`src/rtl/uart_tx_buffered_pkg.sv`:
```
// Shared UART definitions: FSM state encoding and frame geometry.
// Also imported by the receiver so both halves agree on the framing.
package uart_tx_buffered_pkg;

  typedef enum logic [1:0] {
    IDLE  = 2'd0,
    START = 2'd1,
    DATA  = 2'd2,
    STOP  = 2'd3
  } tx_state_t;

  localparam int unsigned DATA_BITS  = 8;
  localparam int unsigned FRAME_BITS = 10;

endpackage

```
`src/rtl/uart_tx_fifo.sv`:
```
// Synchronous FIFO with wrapping pointers and a separate occupancy count.
// Asynchronous read of the head entry; a byte written on one edge is poppable from the next.
module uart_tx_fifo #(
  parameter int unsigned WIDTH = 8,
  parameter int unsigned DEPTH = 8
) (
  input  logic                     clk,
  input  logic                     rst,
  input  logic                     wr_en,
  input  logic [WIDTH-1:0]         wr_data,
  input  logic                     rd_en,
  output logic [WIDTH-1:0]         rd_data,
  output logic                     full,
  output logic                     empty,
  output logic [$clog2(DEPTH):0]   count
);

  localparam int unsigned AW = $clog2(DEPTH);
  localparam int unsigned CW = AW + 1;

  logic [WIDTH-1:0] mem [DEPTH];
  logic [AW-1:0]    wr_ptr;
  logic [AW-1:0]    rd_ptr;
  logic [CW-1:0]    count_q;
  logic             push;
  logic             pop;

  assign full    = (count_q == CW'(DEPTH));
  assign empty   = (count_q == '0);
  assign push    = wr_en && !full;
  assign pop     = rd_en && !empty;
  assign rd_data = mem[rd_ptr];
  assign count   = count_q;

  always_ff @(posedge clk) begin
    if (push) begin
      mem[wr_ptr] <= wr_data;
    end
  end

  always_ff @(posedge clk) begin
    if (rst) begin
      wr_ptr  <= '0;
      rd_ptr  <= '0;
      count_q <= '0;
    end else begin
      if (push) begin
        wr_ptr <= wr_ptr + AW'(1);
      end
      if (pop) begin
        rd_ptr <= rd_ptr + AW'(1);
      end
      case ({push, pop})
        2'b10:   count_q <= count_q + CW'(1);
        2'b01:   count_q <= count_q - CW'(1);
        default: count_q <= count_q;
      endcase
    end
  end

endmodule

```
`src/rtl/uart_tx_buffered.sv`:
```
// Buffered 8N1 UART transmitter: byte FIFO feeding a start/data/stop FSM.
// serial_out is registered from the next-state values so the start bit appears on the pop edge.
module uart_tx_buffered
  import uart_tx_buffered_pkg::*;
#(
  parameter int unsigned CLOCK_FREQ = 50_000_000,
  parameter int unsigned BAUD_RATE  = 115_200,
  parameter int unsigned FIFO_DEPTH = 8
) (
  input  logic                          clk,
  input  logic                          rst,
  input  logic [7:0]                    data_in,
  input  logic                          data_in_valid,
  output logic                          data_in_ready,
  output logic                          serial_out,
  output logic                          tx_busy,
  output logic [$clog2(FIFO_DEPTH):0]   fifo_count
);

  localparam int unsigned SYMBOL_EDGE_TIME = CLOCK_FREQ / BAUD_RATE;
  localparam int unsigned CNT_W = (SYMBOL_EDGE_TIME > 1) ? $clog2(SYMBOL_EDGE_TIME) : 1;
  localparam logic [CNT_W-1:0] CNT_LAST = CNT_W'(SYMBOL_EDGE_TIME - 1);

  tx_state_t        state, state_n;
  logic [CNT_W-1:0] baud_cnt, baud_cnt_n;
  logic [2:0]       bit_idx, bit_idx_n;
  logic [7:0]       shift, shift_n;
  logic             serial_q, serial_n;
  logic             symbol_end;

  logic             fifo_full;
  logic             fifo_empty;
  logic             fifo_pop;
  logic [7:0]       fifo_rd_data;

  assign data_in_ready = !fifo_full;
  assign serial_out    = serial_q;
  assign tx_busy       = (state != IDLE) || (fifo_count != '0);

  uart_tx_fifo #(
    .WIDTH (8),
    .DEPTH (FIFO_DEPTH)
  ) u_fifo (
    .clk     (clk),
    .rst     (rst),
    .wr_en   (data_in_valid && data_in_ready),
    .wr_data (data_in),
    .rd_en   (fifo_pop),
    .rd_data (fifo_rd_data),
    .full    (fifo_full),
    .empty   (fifo_empty),
    .count   (fifo_count)
  );

  always_ff @(posedge clk) begin
    if (rst) begin
      state    <= IDLE;
      baud_cnt <= '0;
      bit_idx  <= '0;
      shift    <= '0;
      serial_q <= 1'b1;
    end else begin
      state    <= state_n;
      baud_cnt <= baud_cnt_n;
      bit_idx  <= bit_idx_n;
      shift    <= shift_n;
      serial_q <= serial_n;
    end
  end

  always_comb begin
    state_n    = state;
    baud_cnt_n = baud_cnt + CNT_W'(1);
    bit_idx_n  = bit_idx;
    shift_n    = shift;
    fifo_pop   = 1'b0;
    symbol_end = (baud_cnt == CNT_LAST);

    case (state)
      IDLE: begin
        baud_cnt_n = '0;
        if (!fifo_empty) begin
          fifo_pop = 1'b1;
          shift_n  = fifo_rd_data;
          state_n  = START;
        end
      end
      START: begin
        if (symbol_end) begin
          baud_cnt_n = '0;
          bit_idx_n  = '0;
          state_n    = DATA;
        end
      end
      DATA: begin
        if (symbol_end) begin
          baud_cnt_n = '0;
          shift_n    = shift >> 1;
          if (bit_idx == 3'(DATA_BITS - 1)) begin
            state_n = STOP;
          end else begin
            bit_idx_n = bit_idx + 3'd1;
          end
        end
      end
      STOP: begin
        if (symbol_end) begin
          baud_cnt_n = '0;
          // Chain straight into the next start bit so queued frames have no idle gap.
          if (!fifo_empty) begin
            fifo_pop = 1'b1;
            shift_n  = fifo_rd_data;
            state_n  = START;
          end else begin
            state_n = IDLE;
          end
        end
      end
      default: state_n = IDLE;
    endcase

    case (state_n)
      START:   serial_n = 1'b0;
      DATA:    serial_n = shift_n[0];
      default: serial_n = 1'b1;
    endcase
  end

endmodule

```
`config.mk`:
```
export PLATFORM = sky130hd
export DESIGN_NAME = uart_tx_buffered
export DESIGN_NICKNAME = d
export VERILOG_FILES = /design/src/rtl/uart_tx_buffered_pkg.sv /design/src/rtl/uart_tx_fifo.sv /design/src/rtl/uart_tx_buffered.sv
export SDC_FILE = /design/constraint.sdc
export NUM_CORES = 1
export LEC_CHECK = 0
export CAP_MARGIN = 20
export CORE_AREA = 2 2 89 91
export DETAILED_ROUTE_END_ITERATION = 10
export DIE_AREA = 0 0 91 93
export GPL_TIMING_DRIVEN = 0
export PLACE_DENSITY = 0.8
export SYNTH_ARGS = -nofsm -noshare
export SYNTH_HDL_FRONTEND = slang
export SYNTH_SLANG_ARGS = --single-unit
export TNS_END_PERCENT = 10
```
`constraint.sdc`:
```
create_clock -name clk -period 2.8 [get_ports clk]
set_clock_uncertainty 0.05 [all_clocks]
set_input_delay 0.56 -clock clk [delete_from_list [all_inputs] [get_ports clk]]
set_output_delay 0.56 -clock clk [all_outputs]
set_load 0.01 [all_outputs]
```
; ---- After elaboration in Yosys (flattened, before gate mapping)
; Memory sizes are Yosys's and may differ from the RTL's. A register that Yosys moved wholly into a read port is not among the register bits.
; Cells that the tools add are included.
[totals]
elab_cells = 72
inputBits = 11
ramBits = 64
latch_bits = 0
regBits = 33
mem_bits_ro = 0
output_inout_bits = 7
memories = 1
[memory_table]
columns = memory, depth, word_bits, read_ports, rd_clocked_by_memory_dff, wr, line_no
row1 = u_fifo.mem, 8, 8, 1, 1, 1, uart_tx_fifo.sv:21  ; logic [WIDTH-1:0] mem [DEPTH];
[op_classes]
bitwise = 0
shifts = 0
multipliers = 0
n_reduce_logical = 16
eq_ne = 14
magnitude_cmp = 0
mux = 26
n_div = 0
add_sub_neg = 6
[ops]
columns = operator, count
row1 = $mux 8, 3
row2 = $pmux 8 s3, 1
row3 = $pmux 9 s2, 1
row4 = $mux 3, 5
row5 = $mux 2, 5
row6 = $add 3x1->3 const B, 3
row7 = $add 9x1->9 const B, 1
row8 = $eq 9x9->1 const B, 1
row9 = $mux 9, 1
row10 = $eq 2x2->1 const B, 4
row11 = $ne 2x2->1 const B, 4
row12 = $pmux 2 s4, 1
row13 = $pmux 4 s2, 1
row14 = $eq 2x1->1 const B, 3
row15 = $pmux 3 s2, 1
row16 = $reduce_bool 2->1, 3
row17 = $mux 1, 5
row18 = $add 4x1->4 const B, 1
row19 = $eq 4x4->1 const B, 1
row20 = $logic_not 4->1, 1
row21 = $pmux 1 s2, 2
row22 = $reduce_and 4->1, 1
row23 = $reduce_bool 4->1, 1
row24 = $sub 4x1->4 const B, 1
row25 = other kinds (8), 11

; ---- Longest topological paths before layout
; Gate-level depths: netlist (run 1).
[logic_depth]
word_depth = 7
depth_mapped = 13
ltp_nobuf = 12

; ---- Modules after synthesis
; A second synthesis (run 1) with hierarchy kept.
[unflattened]
hier_cells = 302
area_unflattened_um2 = 4404.2
[by_module_without_submodules]
columns = mod, cells_each, n_inst, seq_area_each_um2, area_per_inst_um2
row1 = uart_tx_fifo, 167, 1, 2182.1, 3151.8
row2 = uart_tx_buffered, 135, 1, 460.4, 1252.5

; ---- Least setup slack after synthesis (run 1)
; OpenSTA, ideal clock, no wires.
[synth_path]
kind = reg2reg
start = register baud_cnt[1]
end = register u_fifo.count_q[2], in the netlist u_fifo.count[2]
path_stages_with_launch = 14
arrival_time_ns = 2.459
path_slack_ns = 0.221
synth_period_minus_slack_ns = 2.579
required_time_ns = 2.680
setup_ns = 0.070
path_buffers = 1
cell_sequence = dfxtp_1 > inv_1 > ha_1 > and4_1 > buf_6 > a31oi_4 > nor3_4 > ha_1 > xor2_1 > ha_1 > a21oi_1 > xor2_1 > or3_1 > a21oi_1
[synth_via]
elab_chain_cells = 6
elab_cells_between_ends = 8
cone_classes = 3 x eq/ne / 3 x mux / 2 x reduce/logical
[synth_rtl]
columns = item, line_no
row1 = "start, declared", uart_tx_buffered.sv:25  ; logic [CNT_W-1:0] baud_cnt, baud_cnt_n;
row2 = "start signal, assigned", uart_tx_buffered.sv:64  ; baud_cnt <= baud_cnt_n;
row3 = $eq 9x9->1 *, uart_tx_buffered.sv:77  ; symbol_end = (baud_cnt == CNT_LAST);
row4 = $mux 1 *, uart_tx_buffered.sv:107  ; if (symbol_end) begin
row5 = $pmux 1 s2 *, uart_tx_buffered.sv:79  ; case (state)
row6 = $logic_and 1x1->1 *, uart_tx_fifo.sv:31  ; assign pop = rd_en && !empty;
row7 = $eq 2x1->1 / $eq 2x2->1 (equally long branches), uart_tx_fifo.sv:53  ; case ({push, pop})
row8 = $pmux 4 s2 / $reduce_bool 2->1 (equally long branches), n/a
row9 = "end signal, assigned", uart_tx_fifo.sv:54  ; 2'b10: count_q <= count_q + CW'(1);
row10 = "end signal, assigned", uart_tx_fifo.sv:55  ; 2'b01: count_q <= count_q - CW'(1);
row11 = "end signal, assigned", uart_tx_fifo.sv:56  ; default: count_q <= count_q;
row12 = "end, declared", uart_tx_fifo.sv:24  ; logic [CW-1:0] count_q;
; Every way passes the cells marked *; elsewhere a longest branch is shown, timed or not.
; A chain may end at the register's enable or synchronous reset.

; ---- Worst setup path in the final report (run 1)
[layout_path]
start = register baud_cnt[0]
end = register u_fifo.count_q[2], in the netlist u_fifo.count[2]
; Same word-level chain as after synthesis.

==> results of run 1 <==
[registers in the layout, summed over array words and instances (netlist names), named ones only]
register	count
serial_out	1
u_fifo.rd_ptr	3
state	2
u_fifo.mem	64
bit_idx	3
baud_cnt	9
u_fifo.wr_ptr	3
shift	8
u_fifo.count	4
[cells in the mapped netlist (all sizes together) (2+ instances only)]
cell    instances  area share
or3             4      0.0057
nor3            7       0.011
a21oi          15       0.017
clkbuf          6      0.0054
mux4           16       0.082
inv             5      0.0043
a211oi          8       0.014
or4             2      0.0034
a32oi           4      0.0080
and2            2      0.0031
ha             15       0.043
a211o           3      0.0060
nand3           9       0.010
nand2b          7       0.010
nor4            2      0.0043
edfxtp         64        0.44
and4            2      0.0040
nor4b           2      0.0088
and3            6      0.0088
dfxtp          36        0.16
xor2            9       0.018
o21ai           7      0.0080
nand3b          2      0.0034
xnor2           5       0.010
nand2          12       0.010
mux2i          10       0.023
nor2           35       0.030
buf            10       0.019
a31oi           3      0.0077
[critical path, delay by kind of cell, from the launching register on]
kind | cells | cell delay [ps]
flops | 1 | 390
simple gates | 3 | 840
fa+ha+maj | 3 | 550
compound gates | 3 | 290
buf+inv | 1 | 140
xor+xnor | 2 | 300
[cell families after synthesis]
| kind of cell | synth area share |
|---|---|
| DFF | 0.601 |
| AOI/OAI and AO/OA | 0.0780 |
| muxes | 0.105 |
| and+or+nand+nor | 0.117 |
| xor gates and xnor gates | 0.0279 |
| adders and majority gates | 0.0427 |
| buffers and inverters | 0.0287 |
[what timing repair did]
item / 4_1_cts / 5_1_grt
pin swaps: 2 / 2
setup buffers: 1 / 3
cloned: 0 / 0
hold buffers: 0 / 0
setup endpoints to repair: 2 / 1
gates resized for setup: 1 / 2
[worst paths after layout]
path                                                      to              startpoint  cells after the start  slack, ps
worst max-delay path            u_fifo.count[2]$_SDFFE_PP0P_  baud_cnt[0]$_SDFF_PP0_                     12        180
worst min-delay path                  baud_cnt[0]$_SDFF_PP0_  baud_cnt[0]$_SDFF_PP0_                      1        430
worst max register to register  u_fifo.count[2]$_SDFFE_PP0P_  baud_cnt[0]$_SDFF_PP0_                     12        180
worst min register to register        baud_cnt[0]$_SDFF_PP0_  baud_cnt[0]$_SDFF_PP0_                      1        430
[cell type report]
type                       count  area, µm²
inverter                       5       18.8
buffer                        16        108
clock inverter                 7       66.3
sequential                   100       2640
tap                          102        128
multi-input combinational    199       1660
timing repair buffer          24        213
clock buffer                   9        124
fill                         570       2570
[through the flow]
step / power, W / util / area, µm² / TNS [ps] / setup slack, ps
6_report: 0.00386 / 0.659 / 4960 / 0 / 177
5_1_grt: 0.00405 / 0.659 / 4960 / 0 / 16.8
4_1_cts: 0.00383 / 0.654 / 4930 / 0 / 18.4
3_5_place_dp: 0.00295 / 0.627 / 4720 / -98.2 / -98.2
3_3_place_gp: 0.00292 / 0.623 / 4690 / -8060 / -568
2_1_floorplan: 0.00266 / - / 4400 / 0 / 221
[power by group through the flow]
| stage | Sequential (W) | Clock, W | Combinational, W |
|---|---|---|---|
| 6_report | 0.00183 | 0.000887 | 0.00115 |
| 5_1_grt | 0.00184 | 0.000960 | 0.00125 |
| 4_1_cts | 0.00183 | 0.000899 | 0.00111 |
| 3_5_place_dp | 0.00185 | 0 | 0.00110 |
| 3_3_place_gp | 0.00185 | 0 | 0.00107 |
| 2_1_floorplan | 0.00184 | 0 | 0.000823 |
[metal layers]
layer  track usage  vias up  share of wire
li1              -     1292              -
met1         0.263     1335           0.45
met2         0.322       52           0.50
met3        0.0330       13          0.032
met4        0.0884        0          0.016
met5             0        -              0
==> results.txt, run 1 <==
The via count of the first global-routing pass is 2473. The logs give 0 for the number of endpoints with negative hold slack in the final report and 0 for the number of DRC violations after detailed routing. The share of cells above drive strength 1 is 0.172. Final cell count without fillers: 462. The initial antenna violation count is 0. Of all nets on the critical path, the largest fanout is 8. The total routing usage reported by global routing was 0.197. TritonCTS built the clock tree.

The normalized max-slew margin came out at 0.334. On the final layout, the worst hold slack is 426 ps. Relative to the synthesized area, the layout overhead comes to 12.8%.

The tools report the number of failing setup endpoints in the final timing report as 0. The logs give 0.00124 W for the power spent charging and discharging nets and 0.00262 W for the internal power. For the pin with the worst max-slew slack, the measured transition is 995 ps. STA classifies the critical path startpoint as a flip-flop. A synthesized cell averages 13.7 µm². At the worst endpoint, the required time is 3060 ps.

Power spread over the standard cell area amounts to 778 nW/µm². The total overflow left after global routing is 0. For the number of violations reported at the end of detailed-routing iteration 0, the log shows 124. The critical path start-end classification is flip-flop to flip-flop.

Switching part of the total power: 0.321. For the worst vdd rail ir drop, the log shows 0.000376 V. After detailed routing, the average wire length per cell comes to 17.1 µm. The max-slew violation count was 0; the area inside the core boundary was 7530 µm². In this run, placement finished with an instance count of 442. The sink count of the clock tree was 100. The part of the Yosys area used for sequential elements was 0.601; the count of inserted antenna diode cells was 0. In this run the tool buffered the top-level ports with 16 buffer cells. The tools report the wire length of the first global-routing pass as 12600 µm. The floorplan has 32 rows.

The signal on the critical path passes through ha_1, and4_1, buf_6, a31oi_4, nor3_4, ha_4, xor2_1, ha_1, a21oi_1, xor2_1, or3_1, a21oi_1. The final RePlAce weighted congestion was 0.841; the share of async-settable or async-resettable flops after synthesis was 0. Synthesis instantiated 50 different standard cells from the library.

The logs give 0.230 for the fraction of power consumed by the clock network and 20 for the pin count of the biggest net entering global routing. The library cell used most frequently in the layout, excluding fill and tap cells, is sky130_fd_sc_hd__edfxtp_1. In this run the horizontal extent of the chip is 91 µm. The worst-skew pair later-pin latency is 370 ps.

The clock period minus worst slack was 2620 ps; the fraction of power consumed by sequential logic was 0.473. In this run, synthesis inferred 64 flip-flops with an integrated enable. The post-detailed-placement half-perimeter wirelength is 5330 µm, and the area of the die is 8460 µm².

Setup repair after global routing left no endpoint under its margin. The mapped netlist covers 4400 µm². For this design the top-level I/O count stands at 18. For this block, the via count after detailed routing is 2692. Max-cap violations in this run came to 0. After clock tree synthesis, the clock-pin slew on the worst setup and hold paths is 110 ps.

The number of buffers on the longest clock path was 2; the synthesized instance count was 320. In the synthesized netlist the dominant register cell turns out to be sky130_fd_sc_hd__edfxtp_1. After synthesis the netlist holds a flip-flop and latch count of 100.

The count of nets after finishing is 381. The number of nets handed over by synthesis was 346. The maximum clock frequency is 0.381 GHz, and the standby leakage power is 1.69 nW. The effective utilization at floorplan is 0.584, and the delay of the slowest cell on the worst path is 390 ps. For the worst setup path, the data arrival time is 2880 ps. The die is 93 µm tall. Period utilization: 0.937. Among all stages on the critical path, the largest delay is contributed by sky130_fd_sc_hd__dfxtp_1. For the number of nets with antenna violations after detailed routing, the log shows 0. TritonCTS created 9 clock buffers. During synthesis, Yosys emitted a total of 0 warnings.

The clock root buffer was sky130_fd_sc_hd__clkbuf_8. For this run, the detailed router's first-pass iteration total came to 4. The per-cell via count in the routed design was 5.83.

The min-delay analysis places its worst path in the category flip-flop to flip-flop. The H-tree generated during clock tree synthesis spans 3 levels. The library cells used most frequently in the layout, excluding fill and tap cells, are 64 x sky130_fd_sc_hd__edfxtp_1, 36 x sky130_fd_sc_hd__dfxtp_1, 35 x sky130_fd_sc_hd__nor2_1. The run finished with clean final reports. Summed over all layers, the routed wires come to 7910 µm. STA classifies the critical path endpoint as a flip-flop. The relative contribution of combinational cells to total power is 0.297.
(Power assumes the default switching activity.)
==> run 2: changes to the inputs <==
CAP_MARGIN = 10   (was 20)
==> run 2 against run 1 <==
Effect of this change: cell area stayed put; utilization stayed put; via count is 1.2% lower; non-clock buffer count stayed put; clock-buffer cell count stayed put; die area stayed put; first-iteration DRC count is 19% lower; worst hold slack worse by 2.3 ps; flip-flop and latch count stayed put; register-to-register slack hardly changed; critical path type unchanged; largest power group unchanged.
==> results.txt, run 2 (same netlist as run 1, synthesis figures left out) <==
The flow ran to the end, and the final reports show no timing, DRC or antenna violations. Total overflow reported by the global router: 0 (unchanged). The normalized max-slew margin is 0.383 (was 0.334). The per-cell routed wire length was 17.1 µm (about the same).

TritonCTS built the clock tree. The wire length of the first global-routing pass is 12700 µm (was 12600 µm). The switching part of the total power was 0.321 (about the same); the count of nets after finishing was 381 (unchanged). The chip height came out at 93 µm (unchanged). The width of the chip came out at 91 µm (unchanged). The largest fanout on the critical path came out at 8 (unchanged). The run gives 9 (unchanged) as the number of buffers created by CTS.

Fraction of power consumed by the clock network: 0.231 (was 0.230). The count of buffers inserted at the top-level ports works out to 16 (unchanged). The number of max-cap violations is 0 (unchanged). The run gives 424 ps (was 426 ps) as the worst hold margin.

The initial antenna violation count is 0 (unchanged), and the per-cell via count in the routed design is 5.76 (was 5.83). Most common library cell in the layout ignoring fill and taps: sky130_fd_sc_hd__edfxtp_1 (unchanged). The power density relative to cell area works out to 778 nW/µm² (about the same). The total routing usage reported by global routing is 0.195 (was 0.197), and the max-slew violation count is 0 (unchanged). The effective utilization at floorplan is 0.584 (unchanged). The critical path start-end classification was flip-flop to flip-flop (unchanged).

Area inside the core boundary: 7530 µm² (unchanged). The post-detailed-placement half-perimeter wirelength was 5310 µm (was 5330 µm). The slew at the pin with the worst max-slew slack came out at 923 ps (was 995 ps). The logs give 7880 µm (was 7910 µm) for the final routed wirelength across all metal layers and 0.383 GHz (was 0.381 GHz) for the maximum clock frequency. The number of DRC violations after detailed routing is 0 (unchanged).

The number of filler instances in the final layout came out at 580 (was 570). The number of flip-flops in the largest register is 64 (unchanged), and the number of buffers on the longest clock path is 2 (unchanged). The run gives 2870 ps (was 2880 ps) as the arrival time of the worst setup path.

The type of element launching the critical path was a flip-flop (unchanged). The clock slew seen by the registers of the worst setup and hold paths was 110 ps (about the same); the clock period minus worst slack was 2610 ps (was 2620 ps). The worst-skew pair later-pin latency was 360 ps (was 370 ps); the CTS H-tree depth was 3 (unchanged). The number of endpoints with negative hold slack in the final report came out at 0 (unchanged).

The synthesis-to-finish area growth was 12.8% (unchanged). Worst min-delay path category: flip-flop to flip-flop (unchanged). The run gives 0.00124 W (about the same) as the power spent charging and discharging nets. The worst vdd rail ir drop came out at 0.000362 V (was 0.000376 V). The via total after detailed routing was 2659 (was 2692); the length of the first detailed-routing pass in iterations was 4 (unchanged). The period utilization is 0.934 (was 0.937), and the fraction of power consumed by sequential logic is 0.473 (about the same).

The internal power was 0.00262 W (about the same); the final RePlAce weighted congestion was 0.841 (unchanged). Most frequent cells in the layout: 64 x sky130_fd_sc_hd__edfxtp_1, 36 x sky130_fd_sc_hd__dfxtp_1, 35 x sky130_fd_sc_hd__nor2_1 (unchanged). The share of cells above drive strength 1 is 0.172 (unchanged). Pin count of the biggest net entering global routing: 20 (unchanged). The relative contribution of combinational cells to total power was 0.296 (was 0.297). The clock root buffer was sky130_fd_sc_hd__clkbuf_8 (unchanged). The sink count of the clock tree is 100 (unchanged).

Setup repair after global routing left no endpoint under its margin. The I/O pin count was 18 (unchanged). For the area of the die, the log shows 8460 µm² (unchanged). The type of destination of the critical path is a flip-flop (unchanged).

Number of violations reported at the end of detailed-routing iteration 0: 101 (was 124). The tools report the standby leakage power as 1.69 nW (about the same). Number of nets with antenna violations after detailed routing: 0 (unchanged). The number of cell rows came out at 32 (unchanged). The run gives 3050 ps (was 3060 ps) as the data required time at the worst endpoint. The register with the most flip-flops is u_fifo.mem (unchanged). The run gives 2509 (was 2473) as the via count of the first global-routing pass.

For the number of failing setup endpoints in the final timing report, the log shows 0 (unchanged). The count of inserted antenna diode cells is 0 (unchanged). Biggest registers after layout: u_fifo.mem x64, baud_cnt x9, shift x8 (unchanged). The run gives 0.00386 W (about the same) as the total power draw.
## run 2: cell types whose count changed in the layout (fill, tap and decap cells not counted)
cell,change
sky130_fd_sc_hd__inv_6,-2
sky130_fd_sc_hd__inv_8,+2
sky130_fd_sc_hd__clkinv_2,-1
sky130_fd_sc_hd__clkinv_4,+1
sky130_fd_sc_hd__clkinv_8,-1
sky130_fd_sc_hd__clkinvlp_4,+1
## run 2: final timing paths
check	from	endpoint	slack, ps	cells past startpoint
worst max-delay path	baud_cnt[0]$_SDFF_PP0_	u_fifo.count[2]$_SDFFE_PP0P_	190	12
worst min-delay path	baud_cnt[0]$_SDFF_PP0_	baud_cnt[0]$_SDFF_PP0_	420	1
worst min register to register	baud_cnt[0]$_SDFF_PP0_	baud_cnt[0]$_SDFF_PP0_	420	1
worst max register to register	baud_cnt[0]$_SDFF_PP0_	u_fifo.count[2]$_SDFFE_PP0P_	190	12
## run 2: timing repair
action / 4_1_cts / 5_1_grt
setup endpoints to repair: 2 / 1
gates resized for setup: 1 / 2
setup buffers: 1 / 3
hold buffers: 0 / 0
pin swaps: 2 / 2
## run 2: worst max-delay path: stages (launching register included)
cell and delay [ps]:
sky130_fd_sc_hd__dfxtp_1 390, sky130_fd_sc_hd__ha_1 180, sky130_fd_sc_hd__and4_1 210, sky130_fd_sc_hd__buf_6 140
sky130_fd_sc_hd__a31oi_4 110, sky130_fd_sc_hd__nor3_4 320, sky130_fd_sc_hd__ha_4 210, sky130_fd_sc_hd__xor2_1 150
sky130_fd_sc_hd__ha_1 160, sky130_fd_sc_hd__a21oi_1 50, sky130_fd_sc_hd__xor2_1 150, sky130_fd_sc_hd__or3_1 300
sky130_fd_sc_hd__a21oi_1 130
## run 2: stage by stage
step	cells	util	setup slack, ps	setup TNS [ps]	area [µm²]
CTS	459	0.654	24.4	0	4930
global placement	438	0.623	-568	-8060	4690
floorplan	320	-	221	0	4400
detailed placement	442	0.627	-101	-101	4720
global route	462	0.659	26.2	0	4960
finish	462	0.659	186	0	4960
## run 2: power groups by stage
| stage | logic [W] | registers [W] | clock network, W |
|---|---|---|---|
| floorplan | 0.000823 | 0.00184 | 0 |
| global placement | 0.00107 | 0.00185 | 0 |
| detailed placement | 0.00110 | 0.00185 | 0 |
| CTS | 0.00111 | 0.00182 | 0.000909 |
| global route | 0.00125 | 0.00184 | 0.000975 |
| finish | 0.00114 | 0.00183 | 0.000892 |
## run 2: area by class of cell
cell class	count	area, µm²	share of cell area
Buffer	16	108	0.0217
Clock buffer	9	124	0.0250
Clock inverter	7	66.3	0.0134
Inverter	5	18.8	0.00378
Multi-Input combinational cell	199	1660	0.335
Sequential cell	100	2640	0.533
Tap cell	102	128	0.0257
Timing Repair Buffer	24	213	0.0429
## run 2: metal layers
layer	part of all wire	vias to the layer above	track usage
li1	-	1287	-
met1	0.44	1286	0.260
met2	0.50	76	0.320
met3	0.047	10	0.0419
met4	0.013	0	0.0707
met5	0	-	0
